==> src/rtl/seg7_pkg.sv <==
// Shared constants for the 7-segment scan controller:
// hex segment table, blank pattern and FSM state encodings.
package seg7_pkg;

  localparam logic [6:0] SEG_BLANK = 7'h7F;

  // Active-low abcdefg; entry n is the pattern for hex digit n.
  localparam logic [15:0][6:0] SEG_HEX = {
    7'h38, 7'h30, 7'h42, 7'h31,
    7'h60, 7'h08, 7'h04, 7'h00,
    7'h0F, 7'h20, 7'h24, 7'h4C,
    7'h06, 7'h12, 7'h4F, 7'h01
  };

  typedef enum logic [1:0] {
    DARK = 2'd0,
    GAP  = 2'd1,
    SHOW = 2'd2
  } state_t;

endpackage

==> src/rtl/seg7_scan_ctrl_if.sv <==
// Display data in / segment drive out bundle for seg7_scan_ctrl.
// master = data source and display side, slave = the controller.
interface seg7_scan_ctrl_if #(
  parameter int NUM_DIGITS = 8
);
  logic                    pix_clk;
  logic [4*NUM_DIGITS-1:0] data_in;
  logic [NUM_DIGITS-1:0]   dp_in;
  logic [NUM_DIGITS-1:0]   blank_in;
  logic [NUM_DIGITS-1:0]   anode;
  logic [6:0]              cathode;
  logic                    dp_out;
  logic                    frame_start;

  modport master (
    output pix_clk, data_in, dp_in, blank_in,
    input  anode, cathode, dp_out, frame_start
  );

  modport slave (
    input  pix_clk, data_in, dp_in, blank_in,
    output anode, cathode, dp_out, frame_start
  );
endinterface

==> src/rtl/hex_to_seg7.sv <==
// Combinational hex nibble to active-low abcdefg segment decoder.
module hex_to_seg7
  import seg7_pkg::*;
(
  input  logic [3:0] nib,
  output logic [6:0] seg
);
  assign seg = SEG_HEX[nib];
endmodule

==> src/rtl/seg7_scan_ctrl.sv <==
// Multiplexed common-anode 7-segment scan controller with dark gaps.
// Optional macro SEG7_LEADING_ZERO_BLANK_EN blanks leading zero digits.
module seg7_scan_ctrl
  import seg7_pkg::*;
#(
  parameter int NUM_DIGITS = 8,
  parameter int GHOST_CYC  = 2
) (
  input logic             clk_in,
  input logic             reset,
  seg7_scan_ctrl_if.slave bus
);
  localparam int IW = (NUM_DIGITS > 1) ? $clog2(NUM_DIGITS) : 1;
  localparam int GW = (GHOST_CYC > 0) ? $clog2(GHOST_CYC + 1) : 1;
  localparam logic [IW-1:0] LAST = IW'(NUM_DIGITS - 1);

  logic s1, s2, s3, tick;

  state_t state, nxt_state;
  logic [IW-1:0] idx, nxt_idx;
  logic [GW-1:0] gap_cnt, nxt_gap;
  logic [4*NUM_DIGITS-1:0] snap_data, nxt_data;
  logic [NUM_DIGITS-1:0] snap_dp, nxt_dp;
  logic [NUM_DIGITS-1:0] snap_blank, nxt_blank;
  logic [NUM_DIGITS-1:0] anode_q, nxt_anode;
  logic [6:0] cath_q, nxt_cath;
  logic dp_q, nxt_dpo;
  logic fs_q, nxt_fs;

  logic [NUM_DIGITS-1:0] lz;
  logic [3:0] sel_nib;
  logic sel_dp, sel_blank;
  logic [6:0] seg;

  assign tick = s2 & ~s3;

  always_ff @(posedge clk_in or posedge reset) begin
    if (reset) begin
      s1 <= 1'b0;
      s2 <= 1'b0;
      s3 <= 1'b0;
    end else begin
      s1 <= bus.pix_clk;
      s2 <= s1;
      s3 <= s2;
    end
  end

`ifdef SEG7_LEADING_ZERO_BLANK_EN
  logic seen;
  // Digits above the highest non-zero nibble go dark; digit 0 never does.
  always_comb begin
    lz = '0;
    seen = 1'b0;
    for (int k = NUM_DIGITS - 1; k > 0; k--) begin
      if (nxt_data[4*k +: 4] != 4'h0) seen = 1'b1;
      lz[k] = ~seen;
    end
  end
`else
  assign lz = '0;
`endif

  // Decode works on the post-tick index and snapshot.
  always_comb begin
    sel_nib = 4'h0;
    sel_dp = 1'b0;
    sel_blank = 1'b0;
    for (int k = 0; k < NUM_DIGITS; k++) begin
      if (nxt_idx == IW'(k)) begin
        sel_nib = nxt_data[4*k +: 4];
        sel_dp = nxt_dp[k];
        sel_blank = nxt_blank[k] | lz[k];
      end
    end
  end

  hex_to_seg7 u_dec (
    .nib (sel_nib),
    .seg (seg)
  );

  always_comb begin
    nxt_state = state;
    nxt_idx = idx;
    nxt_gap = gap_cnt;
    nxt_data = snap_data;
    nxt_dp = snap_dp;
    nxt_blank = snap_blank;
    nxt_anode = anode_q;
    nxt_cath = cath_q;
    nxt_dpo = dp_q;
    nxt_fs = 1'b0;
    if (tick) begin
      if (state == DARK || idx == LAST) begin
        nxt_idx = '0;
        nxt_data = bus.data_in;
        nxt_dp = bus.dp_in;
        nxt_blank = bus.blank_in;
      end else begin
        nxt_idx = idx + 1'b1;
      end
      nxt_anode = '1;
      nxt_cath = sel_blank ? SEG_BLANK : seg;
      nxt_dpo = sel_blank | ~sel_dp;
      if (GHOST_CYC == 0) begin
        for (int k = 0; k < NUM_DIGITS; k++)
          nxt_anode[k] = (nxt_idx != IW'(k));
        nxt_fs = (nxt_idx == '0);
        nxt_state = SHOW;
      end else begin
        nxt_gap = GW'(GHOST_CYC);
        nxt_state = GAP;
      end
    end else if (state == GAP) begin
      if (gap_cnt <= GW'(1)) begin
        for (int k = 0; k < NUM_DIGITS; k++)
          nxt_anode[k] = (idx != IW'(k));
        nxt_fs = (idx == '0);
        nxt_state = SHOW;
      end else begin
        nxt_gap = gap_cnt - 1'b1;
      end
    end
  end

  always_ff @(posedge clk_in or posedge reset) begin
    if (reset) begin
      state <= DARK;
      idx <= '0;
      gap_cnt <= '0;
      snap_data <= '0;
      snap_dp <= '0;
      snap_blank <= '0;
      anode_q <= '1;
      cath_q <= SEG_BLANK;
      dp_q <= 1'b1;
      fs_q <= 1'b0;
    end else begin
      state <= nxt_state;
      idx <= nxt_idx;
      gap_cnt <= nxt_gap;
      snap_data <= nxt_data;
      snap_dp <= nxt_dp;
      snap_blank <= nxt_blank;
      anode_q <= nxt_anode;
      cath_q <= nxt_cath;
      dp_q <= nxt_dpo;
      fs_q <= nxt_fs;
    end
  end

  assign bus.anode = anode_q;
  assign bus.cathode = cath_q;
  assign bus.dp_out = dp_q;
  assign bus.frame_start = fs_q;

endmodule

==> src/flat_wrapper.sv <==
// flat-port wrapper written by rule: the top's interface ports become plain ports
module seg7_scan_ctrl_flat import seg7_pkg::*;
#(
  parameter int NUM_DIGITS = 8,
  parameter int GHOST_CYC  = 2
)
  (clk_in, reset, bus_pix_clk, bus_data_in, bus_dp_in, bus_blank_in, bus_anode, bus_cathode, bus_dp_out, bus_frame_start);
  seg7_scan_ctrl_if #(.NUM_DIGITS(NUM_DIGITS)) bus_i ();
  input logic clk_in;
  input logic reset;
  input wire logic [$bits(bus_i.pix_clk)-1:0] bus_pix_clk;
  input wire logic [$bits(bus_i.data_in)-1:0] bus_data_in;
  input wire logic [$bits(bus_i.dp_in)-1:0] bus_dp_in;
  input wire logic [$bits(bus_i.blank_in)-1:0] bus_blank_in;
  output wire logic [$bits(bus_i.anode)-1:0] bus_anode;
  output wire logic [$bits(bus_i.cathode)-1:0] bus_cathode;
  output wire logic [$bits(bus_i.dp_out)-1:0] bus_dp_out;
  output wire logic [$bits(bus_i.frame_start)-1:0] bus_frame_start;
  assign bus_i.pix_clk = bus_pix_clk;
  assign bus_i.data_in = bus_data_in;
  assign bus_i.dp_in = bus_dp_in;
  assign bus_i.blank_in = bus_blank_in;
  assign bus_anode = bus_i.anode;
  assign bus_cathode = bus_i.cathode;
  assign bus_dp_out = bus_i.dp_out;
  assign bus_frame_start = bus_i.frame_start;
  seg7_scan_ctrl #(.NUM_DIGITS(NUM_DIGITS), .GHOST_CYC(GHOST_CYC)) u_core (.clk_in(clk_in), .reset(reset), .bus(bus_i));
endmodule
==> config.mk <==
export PLATFORM = sky130hd
export DESIGN_NAME = seg7_scan_ctrl_flat
export DESIGN_NICKNAME = d
export VERILOG_FILES = /design/src/rtl/seg7_pkg.sv /design/src/rtl/seg7_scan_ctrl_if.sv /design/src/rtl/hex_to_seg7.sv /design/src/rtl/seg7_scan_ctrl.sv /design/src/flat_wrapper.sv
export SDC_FILE = /design/constraint.sdc
export NUM_CORES = 1
export LEC_CHECK = 0
export CAP_MARGIN = 20
export CORE_ASPECT_RATIO = 1.2
export CORE_MARGIN = 4
export CORE_UTILIZATION = 56
export CTS_BUF_LIST = sky130_fd_sc_hd__clkbuf_8
export CTS_CLUSTER_SIZE = 8
export DETAILED_ROUTE_END_ITERATION = 10
export GPL_TIMING_DRIVEN = 1
export PLACE_DENSITY = 0.83
export SETUP_SLACK_MARGIN = 0.15
export SYNTH_ARGS = -nofsm -noshare
export SYNTH_HDL_FRONTEND = slang
export SYNTH_SLANG_ARGS = --single-unit
==> constraint.sdc <==
create_clock -name clk_in -period 3.75 [get_ports clk_in]
set_input_delay 0.75 -clock clk_in [delete_from_list [all_inputs] [get_ports clk_in]]
set_output_delay 0.75 -clock clk_in [all_outputs]
set_load 0.005 [all_outputs]
Word level (Yosys, flattened, before mapping)
Memory sizes are Yosys's and may differ from the RTL's.
Index checks and enable logic that the tools add are counted.
{"block": "word_totals", "reg_bits": 75, "romBits": 112, "inputBits": 51, "output_inout_bits": 17, "wordCells": 94, "memories": 1}
{"name": "(no name shown)", "depth": 16, "word_bits": 7, "read_ports": 1, "rd_ports_with_merged_regs": 0, "write_ports": 0, "line": "hex_to_seg7.sv:8", "text": "assign seg = SEG_HEX[nib];"}
{"block": "op_classes", "addsub": 2, "n_lt_le_gt_ge": 2, "n_eq_ne": 17, "muxes": 46, "bitwise_logic": 4, "reduce_logical": 9}
{"op": "$mux 32", "count": 2}
{"op": "$mux 8", "count": 7}
{"op": "$mux 4", "count": 8}
{"op": "$mux 1", "count": 19}
{"op": "$eq 3x3->1 const B", "count": 5}
{"op": "$mux 7", "count": 2}
{"op": "$mux 2", "count": 6}
{"op": "$ne 3x3->1 const B", "count": 4}
{"op": "$eq 3x2->1 const B", "count": 2}
{"op": "$logic_not 3->1", "count": 2}
{"op": "$mux 3", "count": 2}
{"op": "$ne 3x2->1 const B", "count": 2}
{"op": "$lt 4x5->1 const B", "count": 1}
{"op": "$reduce_and 2->1", "count": 2}
{"op": "$reduce_bool 2->1", "count": 2}
{"op": "$add 3x1->3 const B", "count": 1}
{"op": "$eq 3x1->1 const B", "count": 1}
{"op": "$ne 3x1->1 const B", "count": 1}
{"op": "$reduce_bool 3->1", "count": 1}
{"op": "$eq 2x1->1 const B", "count": 1}
{"op": "$le 2x1->1 const B", "count": 1}
{"op": "$logic_not 2->1", "count": 1}
{"op": "$ne 2x1->1 const B", "count": 1}
{"op": "$not 1->1", "count": 2}
{"op": "4 further kinds", "count": 4}

Longest topological paths before layout
Gate-level depths: netlist (run 1).
{"block": "depth", "depth_word": 16, "ltp_mapped": 15, "mapped_depth_nobuf": 14}

Modules after synthesis
Synthesis (run 1) repeated with hierarchy kept, for this count alone.
{"block": "unflattened", "hier_cells": 391, "area_unflattened_um2": 3998.8}
{"mod": "seg7_scan_ctrl", "n_inst": 1, "cells_per_inst": 359, "area_each_um2": 3724.8, "seq_area_each_um2": 1896.8}
{"mod": "hex_to_seg7", "n_inst": 1, "cells_per_inst": 32, "area_each_um2": 274.0, "seq_area_each_um2": 0.0}

Worst setup path before layout (run 1)
OpenSTA, ideal clock, no wires.
{"block": "synth_path", "path_type": "register to register", "start": "reg u_core.idx[2]", "end": "reg u_core.cath_q[1] (netlist: u_core.bus.cathode[1])", "setup_ns": 0.083, "t_arrival_ns": 3.285, "required_ns": 3.667, "path_slack_ns": 0.381, "path_stages_with_launch": 14, "n_path_buf": 3, "period_less_slack_ns": 3.369, "cell_sequence": "dfrtp_1 -> clkbuf_1 -> inv_1 -> ha_1 -> clkbuf_2 -> o32a_1 -> buf_6 -> a311o_2 -> a41oi_1 -> inv_1 -> ha_1 -> mux2i_1 -> a21oi_1 -> o32a_1"}
{"block": "synth_via", "elab_chain_len": 16, "word_cells_on_any_way": 36, "classes_between": "1 x add/sub; 8 x eq/ne; 24 x mux; 2 x reduce/logical; 1 x memory"}
{"item": "from (decl)", "line": "seg7_scan_ctrl.sv:20", "text": "logic [IW-1:0] idx, nxt_idx;"}
{"item": "from (signal assigned)", "line": "seg7_scan_ctrl.sv:141", "text": "idx <= nxt_idx;"}
{"item": "parallel branches: the longest is 15 deep, another holds $add 3x1->3"}
{"item": "$mux 7 *", "line": "seg7_scan_ctrl.sv:104", "text": "nxt_cath = sel_blank ? SEG_BLANK : seg;"}
{"item": "to (signal assigned)", "line": "seg7_scan_ctrl.sv:147", "text": "cath_q <= nxt_cath;"}
{"item": "to (decl)", "line": "seg7_scan_ctrl.sv:26", "text": "logic [6:0] cath_q, nxt_cath;"}
Mark *: on every way between the ends. The select of a mux whose other input is x is not followed.
A chain may end at the register's enable or synchronous reset.

Final worst setup path (run 1)
{"block": "layout_path", "start": "reg u_core.idx[0]", "end": "reg u_core.cath_q[3] (netlist: u_core.bus.cathode[3])"}
The elaborated chain is that of the path after synthesis.

==> results of run 1 <==
[power by group through the flow]
stage	Combinational, uW	Sequential [uW]	Clock, uW
after floorplan	1680	1360	0
after global placement	2200	1400	0
after detailed placement	2260	1410	0
after CTS	2270	1400	716
after global routing	2670	1440	752
final	2450	1400	711
[registers in the layout (all words and copies together), names as in the netlist]
register / cells
u_core.bus.cathode: 7
u_core.snap_data: 32
u_core.s2: 1
u_core.s1: 1
u_core.gap_cnt: 2
u_core.snap_blank: 8
u_core.state: 2
u_core.bus.frame_start: 1
u_core.idx: 3
u_core.bus.dp_out: 1
u_core.s3: 1
u_core.bus.anode: 8
u_core.snap_dp: 8
[area by class of cell]
cell class	count	area [um2]
Clock buffer	11	151
Clock inverter	5	77.6
Fill cell	518	2020
Inverter	13	53.8
Multi-Input combinational cell	308	2100
Sequential cell	75	1900
Tap cell	90	113
Timing Repair Buffer	92	858
[metrics by stage]
stage	total power [uW]	area, um2	std cells	hold slack, ns
floorplan	3040	4210	424	0.331
global placement	3600	4930	570	0.339
detailed placement	3670	4930	570	0.337
CTS	4390	5160	586	0.354
global route	4870	5250	594	0.356
finish	4560	5250	594	0.356
[cells in the mapped netlist, types with 5 or more instances]
cell      count
a211oi_1      7
and3_1        8
o221ai_1      6
inv_1        12
nand3_1      16
mux2i_1       7
nor2_1       21
dfrtp_1      59
nand2b_1      5
buf_2        10
dfstp_2      16
ha_1         13
a21oi_1      17
nand2_1      76
nor3_1        7
o21ai_0      22
o32a_1        5
a21o_1        7
mux2_2       13
clkbuf_1      8
[cell families (layout without fill, tap and decap cells)]
logic type | Yosys count | after routing | share of synthesized area
compound gates | 119 | 119 | 0.221
xor+xnor | 1 | 1 | 0.00208
fa+ha+maj | 13 | 13 | 0.0386
buf+inv | 41 | 121 | 0.0580
flops | 75 | 75 | 0.451
mux | 22 | 22 | 0.0577
simple gates | 153 | 153 | 0.172
[cells in the final DEF, fill, tap and decap left out, drive strengths merged, types with 3 or more instances in the layout]
master / count
nand2: 78
clkdlybuf4s50: 67
dfrtp: 59
buf: 25
nor2: 24
o21ai: 22
a21oi: 17
nand3: 16
dfstp: 16
mux2: 15
ha: 13
inv: 13
clkbuf: 11
and3: 9
a211oi: 8
nor3: 7
mux2i: 7
a21o: 7
o221ai: 6
o32a: 6
nand2b: 5
a221oi: 5
o22ai: 4
a31oi: 4
o31ai: 4
o211ai: 3
clkinv: 3
o32ai: 3
[path summary, 6_finish.rpt]
| kind | start | to |
|---|---|---|
| setup / recovery | u_core.idx[0] | u_core.bus.cathode[3] |
| hold / removal | u_core.s1 | u_core.s2 |
| setup reg to reg | u_core.idx[0] | u_core.bus.cathode[3] |
| hold reg to reg | u_core.s1 | u_core.s2 |
| max in group asynchronous | reset | u_core.snap_data[30] |
| min in group asynchronous | reset | u_core.s2 |
[routing by layer]
layer  routed length (um)  global-route usage  vias to the layer above  share of wire
met5                    0                   0                        -              0
met4                  448               0.118                        0          0.040
met3                  685              0.0496                       40          0.061
met2                 5520               0.435                      156           0.49
met1                 4620               0.328                     1767           0.41
li1                     -                   -                     1695              -
[repair_timing]
item / CTS / global route
resized for setup: 0 / 5
hold endpoints to repair: 0 / 0
buffers inserted: 0 / 8
hold buffers: 0 / 0
endpoints found under the setup margin: 0 / 7
==> run metrics, run 1 <==
vias in the first global route 3,705; cell breakdown of the critical path buf_4 > inv_1 > ha_1 > or3b_1 > o32a_4 > a311o_2 > a41oi_2 > inv_1 > ha_1 > a21oi_1 > a31oi_1 > a221oi_2; global-route wire length before repair 18.0 mm; core area 7270 um2; cell family with most CP delay compound AO/OA/AOI/OAI gates; WL final 11.3 mm; Antenna Cells 0; slowest CP cell or3b_1; Slew HR 0.355; Logic pwr share 0.537; first drt pass iteration count 4; syn avg cell area 9.93 um2; Sinks on Clock Net 75; Initial Util 0.579; Final setup viols 0; nature of the critical path startpoint flop; Clock Power Share 0.156; Syn Inst Count 424; CP bufs+invs 3; vias per cell 6.16; DRC 0; Die Width 87.1 um; Routed Antenna Nets 0; worst reg2reg path depth 12; Root Driver clkbuf_8; gr ovfl total 0; I/O Pins 68; critical path depth in cells 12; height of the die 103 um; largest net degree at the start of global routing 76; Required @ worst endpoint 4.01 ns; die area 8970 um2; pre-CTS setup slack 0.183 ns; Max Cap Violations 0; Fmax 292 MHz; H-tree depth 3; Seq/Total Area, Yosys 0.451; hold depth 0; status finished, final reports clean; Yosys top cell area share 0.351; Placer Congestion 0.943; clk_lat worst skew 0.35 ns; initial antenna violation count 0; post-detail-place hpwl 7.99 mm; Netlist cell types 80; Clock Tree Buf Depth 2; fin util 0.722; fin crit period 3.42 ns; nets 563; crit-path max FO 13; Flop pwr share 0.307; Yosys reg bits 75; cts bufs inserted 9; CTS tree built; worst setup slack after layout 0.331 ns; Max IR drop VDD 0.628 mV; setup_tns 0 ns; arrival time worst endpoint 3.68 ns; Final Skew 0.00895 ns; CP Capture Type flop; asr flop ratio synth 1.00; syn_nets 488; Syn. warnings 0; RSZ-0062 raised after global routing false; Slew Limit Fails 0; Mapped Area 4210 um2; CP max stage delay 0.43 ns; share of cells above drive strength 1 0.198; Worst R2R Setup Slack 0.33 ns; kind of critical path flop to flop; ys flop type dfrtp_1; HP Class flop to flop; routed len/inst 19.0 um; row count 34; Power per Cell Area 869 nW/um2; EDFF count, synth 0; Synth area leader dfrtp_1; Worst-Margin Slew 0.965 ns; Layout area overhead 24.8%; Int Power 2700 uW; clk slew on worst S/H paths 0.07 ns; leakage 0.00234 uW; vias after detailed routing 3,658; ranking of synthesized cells by area dfrtp_1 (35%), dfstp_2 (10%), nand2_1 (6.8%), ha_1 (3.9%), mux2_2 (3.5%); Fin. Hold Viols 0; Final period util 0.912; switch share 0.409; port bufs 67; DR iter-0 viols 317; P_sw 1870 uW; global-route usage over all layers 0.260
Note: power is estimated with default switching activity, not from simulation.
==> run 2: changes to the inputs <==
--- a/config.mk
+++ b/config.mk
@@ -5,6 +5,7 @@
 export SDC_FILE = /design/constraint.sdc
 export NUM_CORES = 1
 export LEC_CHECK = 0
+export ABC_AREA = 0
 export CAP_MARGIN = 20
 export CORE_ASPECT_RATIO = 1.2
 export CORE_MARGIN = 4
==> results of run 2 <==
No change in the layout: final DEF, timing and power equal those of run 1.
